[src/rtl/apb_cmd_master.sv]
// apb_cmd_master: valid/ready command stream to AMBA 3 APB master transfers,
// one response per command, with a PREADY timeout against hung slaves
module apb_cmd_master #(
  parameter int ADDR_WIDTH = 32,
  parameter int DATA_WIDTH = 32,
  parameter int TIMEOUT_CYCLES = 256
) (
  input  logic                  pclk,
  input  logic                  preset_n,
  input  logic                  cmd_valid,
  output logic                  cmd_ready,
  input  logic [ADDR_WIDTH-1:0] cmd_addr,
  input  logic                  cmd_write,
  input  logic [DATA_WIDTH-1:0] cmd_wdata,
  output logic                  rsp_valid,
  input  logic                  rsp_ready,
  output logic [DATA_WIDTH-1:0] rsp_rdata,
  output logic                  rsp_slverr,
  output logic                  rsp_timeout,
  output logic [ADDR_WIDTH-1:0] paddr,
  output logic                  psel,
  output logic                  penable,
  output logic                  pwrite,
  output logic [DATA_WIDTH-1:0] pwdata,
  input  logic                  pready,
  input  logic [DATA_WIDTH-1:0] prdata,
  input  logic                  pslverr
);
  localparam int CW = (TIMEOUT_CYCLES > 0) ? $clog2(TIMEOUT_CYCLES + 1) : 1;
  typedef enum logic [1:0] {IDLE, SETUP, ACCESS, RESP} state_t;
  state_t                state, state_d;
  logic [CW-1:0]         cnt, cnt_d;
  logic [ADDR_WIDTH-1:0] paddr_d;
  logic [DATA_WIDTH-1:0] pwdata_d, rsp_rdata_d;
  logic                  psel_d, penable_d, pwrite_d;
  logic                  rsp_valid_d, rsp_slverr_d, rsp_timeout_d;
  logic                  timeout_hit;
  // the current wait cycle is the one that brings the count up to the limit; 0 never matches
  assign timeout_hit = (int'(cnt) + 1) == TIMEOUT_CYCLES;
  assign cmd_ready = state == IDLE;
  always_comb begin
    state_d = state;
    cnt_d = cnt;
    paddr_d = paddr;
    pwrite_d = pwrite;
    pwdata_d = pwdata;
    psel_d = psel;
    penable_d = penable;
    rsp_valid_d = rsp_valid;
    rsp_rdata_d = rsp_rdata;
    rsp_slverr_d = rsp_slverr;
    rsp_timeout_d = rsp_timeout;
    case (state)
      IDLE: if (cmd_valid) begin
        state_d = SETUP;
        paddr_d = cmd_addr;
        pwrite_d = cmd_write;
        pwdata_d = cmd_wdata;
        psel_d = 1'b1;
      end
      SETUP: begin
        state_d = ACCESS;
        penable_d = 1'b1;
      end
      ACCESS: if (pready || timeout_hit) begin
        state_d = RESP;
        psel_d = 1'b0;
        penable_d = 1'b0;
        rsp_valid_d = 1'b1;
        rsp_rdata_d = (pready && !pwrite) ? prdata : '0;
        rsp_slverr_d = pready ? pslverr : 1'b1;
        rsp_timeout_d = !pready;
      end else begin
        cnt_d = cnt + CW'(1);
      end
      RESP: if (rsp_ready) begin
        state_d = IDLE;
        rsp_valid_d = 1'b0;
        cnt_d = '0;
      end
      default: state_d = IDLE;
    endcase
  end
  always_ff @(posedge pclk or negedge preset_n) begin
    if (!preset_n) begin
      state <= IDLE;
      cnt <= '0;
      paddr <= '0;
      pwrite <= 1'b0;
      pwdata <= '0;
      psel <= 1'b0;
      penable <= 1'b0;
      rsp_valid <= 1'b0;
      rsp_rdata <= '0;
      rsp_slverr <= 1'b0;
      rsp_timeout <= 1'b0;
    end else begin
      state <= state_d;
      cnt <= cnt_d;
      paddr <= paddr_d;
      pwrite <= pwrite_d;
      pwdata <= pwdata_d;
      psel <= psel_d;
      penable <= penable_d;
      rsp_valid <= rsp_valid_d;
      rsp_rdata <= rsp_rdata_d;
      rsp_slverr <= rsp_slverr_d;
      rsp_timeout <= rsp_timeout_d;
    end
  end
endmodule

[config.mk]
export PLATFORM = sky130hd
export DESIGN_NAME = apb_cmd_master
export DESIGN_NICKNAME = d
export VERILOG_FILES = /design/src/rtl/apb_cmd_master.sv
export SDC_FILE = /design/constraint.sdc
export NUM_CORES = 1
export LEC_CHECK = 0
export ABC_AREA = 0
export BUFFER_PORTS_ARGS = -buffer_cell sky130_fd_sc_hd__buf_2
export CAP_MARGIN = 20
export CORE_UTILIZATION = 51
export DETAILED_ROUTE_END_ITERATION = 6
export PLACE_DENSITY_LB_ADDON = 0.2
export SYNTH_ARGS = -nofsm -noshare
export SYNTH_HDL_FRONTEND = slang
export SYNTH_SLANG_ARGS = --single-unit
[constraint.sdc]
create_clock -name pclk -period 6.5 [get_ports pclk]
set_input_delay 1.95 -clock pclk [delete_from_list [all_inputs] [get_ports pclk]]
set_output_delay 1.95 -clock pclk [all_outputs]
set_load 0.05 [all_outputs]
==> out/qor.json <==
{
  "startpoint_type": "flip-flop",
  "synthDominantAreaCellType": "sky130_fd_sc_hd__dfrtp_1",
  "postSynth.asyncResetShare_pct": 100,
  "cp.required_ns": 4.55,
  "worst_path_dominant_cell_family": "flip-flops",
  "clock_slew_at_reported_path_ffs_ns": 0.06,
  "placeableCoreArea_mm2": 0.00885,
  "detailedRoute.firstPassIterationCount": 7,
  "fraction_of_synthesized_cell_area_in_xor_and_xnor_cells_pct": 0,
  "area_growth_syn_to_layout_pct": 35.5,
  "power_per_cell_area_mw_per_mm2": 641,
  "drc": 18,
  "crit_buf_inv": 2,
  "crit-reg2reg-capture": "state[0]",
  "worst_pin_slew_ns": 1.07,
  "dpl-instance-area_mm2": 0.00583,
  "cp_num_cells": 3,
  "tritoncts_num_sinks": 113,
  "post_synth_main_area_contributors": "sky130_fd_sc_hd__dfrtp_1 (60%), sky130_fd_sc_hd__mux2_2 (15%), sky130_fd_sc_hd__nand2_1 (6.0%), sky130_fd_sc_hd__o21ai_0 (5.1%), sky130_fd_sc_hd__ha_1 (1.3%)",
  "synthAdderAreaFrac_pct": 1.32,
  "timing.hold.worst.class": "flip-flop to flip-flop",
  "finalHoldViolCount": 0,
  "path_cells": "inv_1 > ha_1 > buf_2",
  "num_vias": 3831,
  "run_status": "finished, violations left",
  "last_weighted_congestion_value_of_the_routability_driven_placer": 0.766,
  "ys_seq_area_share_pct": 59.6,
  "crit_type": "flip-flop to output port",
  "net_count_of_the_mapped_netlist": 514,
  "antenna_found_initial": 0,
  "max_stage_delay_ns": 0.40,
  "grt_max_degree": 71,
  "post_synth_and_or_nand_nor_area_fraction_pct": 10.5,
  "crit-reg2reg-launch": "cnt[0]",
  "drt_wl_total_um": 11200,
  "fin_setup_tns_ns": 0,
  "detailedPlacementHpwl_um": 7960,
  "die_w_um": 98.4,
  "timing.critical_path.slowest_stage_cell": "sky130_fd_sc_hd__dfrtp_1",
  "cp-end-kind": "output port",
  "first_global_vias": 3815,
  "worst_ir_drop_vdd_uv": 390,
  "drtIter0Drc": 122,
  "gr-total-overflow": 0,
  "cp_max_fo": 5,
  "postSynth.topFlopCell": "sky130_fd_sc_hd__dfrtp_1",
  "grt_first_pass_wirelength_um": 18200,
  "period_needed_ns": 3.49,
  "per_instance_average_area_after_synthesis_um2": 11.7,
  "netlist-cell-type-count": 35,
  "hold_bufs_inserted_after_cts": 0,
  "rsz0062_at_grt": "false",
  "failed_checks": "DRC",
  "floorplan.initialDensity_pct": 53.6,
  "relSlewSlack_pct": 28.7,
  "maxClockFrequency_mhz": 286,
  "drive_gt1_share_pct": 50.2,
  "via_per_inst": 5.25,
  "yosys-mux-area-fraction_pct": 15.6,
  "ff2ff_path_depth": 7,
  "syn_inst": 406,
  "cts.htree.levels": 4,
  "synthesis_stage_register_bit_count": 113,
  "fin_crit_sh_pct": 53.7,
  "finish.instance_area_mm2": 0.00643,
  "port_buffers": 205,
  "arrival_ns": 1.54,
  "worst_hold_path.num_cells": 2,
  "synth_top_family_by_area": "multiplexers",
  "avgRoutedWirePerCell_um": 15.3,
  "cts_buffer_depth": 2,
  "synthDominantCellAreaShare_pct": 59.6,
  "min_to": "rsp_rdata[31]",
  "placementRows": 34,
  "die_height_um": 98.4,
  "numCtsBuffers": 17,
  "synth_edf_count": 0,
  "synth_compound_area_share_pct": 9.92,
  "finalSetupViolations": 0,
  "grt_use_total_pct": 24.0,
  "post_cts_buffers": 0,
  "syn-cell-area_mm2": 0.00474,
  "synth_warnings": 0,
  "post_cts_resized": 0,
  "power_leakage_nw": 3.18,
  "finalMaxSlewViolations": 0,
  "hold_start": "rsp_rdata[31]",
  "design.final.nets": 717,
  "design.die.area_mm2": 0.00969,
  "clockRootBuffer": "sky130_fd_sc_hd__clkbuf_8",
  "pin_count": 206,
  "antenna_violating_nets_post_route": 0,
  "tritoncts": "yes",
  "insertedDiodeCount": 0,
  "final.setup_skew_ns": 0.00730,
  "maxCapViolations": 0,
  "clk-insertion-delay-late_ns": 0.49,
  "ff2ff_setup_slack_ns": 3.90
}
state kept, by name, indices dropped and copies added, names as in the netlist:
name	count
cnt	9
paddr	32
penable	1
psel	1
pwdata	32
pwrite	1
rsp_rdata	32
rsp_slverr	1
rsp_timeout	1
rsp_valid	1
state	2
power by group:
part	switching (mW)	internal (mW)	total, mW	leakage, nW
Combinational	1.48	0.543	2.02	1.51
Sequential	0.184	1.02	1.20	1.40
Clock	0.318	0.584	0.901	0.278
placed cells by master, fill, tap and decap left out, types with 2 or more instances in the layout:
cell type	n
sky130_fd_sc_hd__o21ai_0	48
sky130_fd_sc_hd__nand3_1	2
sky130_fd_sc_hd__buf_4	4
sky130_fd_sc_hd__nand2_1	75
sky130_fd_sc_hd__o21ai_1	2
sky130_fd_sc_hd__buf_2	204
sky130_fd_sc_hd__clkinvlp_4	3
sky130_fd_sc_hd__ha_1	5
sky130_fd_sc_hd__clkbuf_1	2
sky130_fd_sc_hd__nand4b_1	3
sky130_fd_sc_hd__a21oi_1	8
sky130_fd_sc_hd__bufinv_16	3
sky130_fd_sc_hd__nor2_1	12
sky130_fd_sc_hd__nor2b_1	4
sky130_fd_sc_hd__dfrtp_1	113
sky130_fd_sc_hd__nor4b_1	2
sky130_fd_sc_hd__and3_1	3
sky130_fd_sc_hd__nand4_1	6
sky130_fd_sc_hd__clkinv_2	3
sky130_fd_sc_hd__clkbuf_16	16
sky130_fd_sc_hd__inv_1	7
sky130_fd_sc_hd__mux2_2	65
sky130_fd_sc_hd__o211ai_1	8
sky130_fd_sc_hd__clkinv_4	3
cells in the mapped netlist (2+ instances only):
master                     number
sky130_fd_sc_hd__nor2_1        13
sky130_fd_sc_hd__inv_1          7
sky130_fd_sc_hd__mux2_2        65
sky130_fd_sc_hd__nor4b_1        2
sky130_fd_sc_hd__o21ai_1        2
sky130_fd_sc_hd__buf_2          7
sky130_fd_sc_hd__and3_1         3
sky130_fd_sc_hd__nand4_1        6
sky130_fd_sc_hd__nor2b_1        4
sky130_fd_sc_hd__nand4b_1       3
sky130_fd_sc_hd__nand3_1        2
sky130_fd_sc_hd__clkbuf_1      16
sky130_fd_sc_hd__o21ai_0       48
sky130_fd_sc_hd__dfrtp_1      113
sky130_fd_sc_hd__o211ai_1       8
sky130_fd_sc_hd__ha_1           5
sky130_fd_sc_hd__buf_6          2
sky130_fd_sc_hd__nand2_1       76
sky130_fd_sc_hd__a21oi_1        8
per-layer routing:
metal | global-route usage [%] | wire (um) | vias to the layer above
met5 | 0 | 0 | -
met2 | 41.3 | 5860 | 148
li1 | - | - | 1827
met1 | 28.4 | 4410 | 1844
met4 | 10.3 | 130 | 0
met3 | 6.38 | 792 | 12
how the worst max path moves through the flow:
stage	start	endpoint	slack, ns
after global placement	pready	rsp_rdata[11]	2.96
after floorplan	cmd_valid	paddr[0]	3.33
after global routing	state[0]	cmd_ready	2.89
final	state[0]	cmd_ready	3.01
after CTS	state[0]	cmd_ready	2.97
after detailed placement	pready	rsp_rdata[11]	2.90
cells by family (layout without fill, tap and decap cells):
family                     count (synthesis)  in the layout
DFF                                      113            113
and+or+nand+nor                          113            113
AOI/OAI and AO/OA                         77             77
muxes                                     66             66
buffers and inverters                     32            248
adders and majority gates                  5              5
layout make-up:
type	count	area [um2]
Fill cell	667	2420
Multi-Input combinational cell	261	1790
Inverter	7	26.3
Timing Repair Buffer	209	1070
Sequential cell	113	2830
Clock buffer	19	422
Clock inverter	13	163
Tap cell	108	135
metrics by stage:
step | setup WS (ns) | hold WS [ns] | utilization [%] | cells | power, mW
CTS | 2.97 | 0.479 | 72.5 | 729 | 4.14
floorplan | 3.33 | 0.500 | - | 406 | 2.75
global route | 2.89 | 0.505 | 72.6 | 730 | 4.32
detailed placement | 2.90 | 0.468 | 65.9 | 697 | 3.23
global placement | 2.96 | 0.459 | 65.9 | 697 | 3.17
finish | 3.01 | 0.473 | 72.6 | 730 | 4.12
tightest hold or removal path, delay by kind of cell, from the launching register on:
kind               cells  cell delay, ns
DFF                    1            0.33
AOI/OAI and AO/OA      1            0.06
and+or+nand+nor        1            0.04
Note: power is estimated with default switching activity, not from simulation.
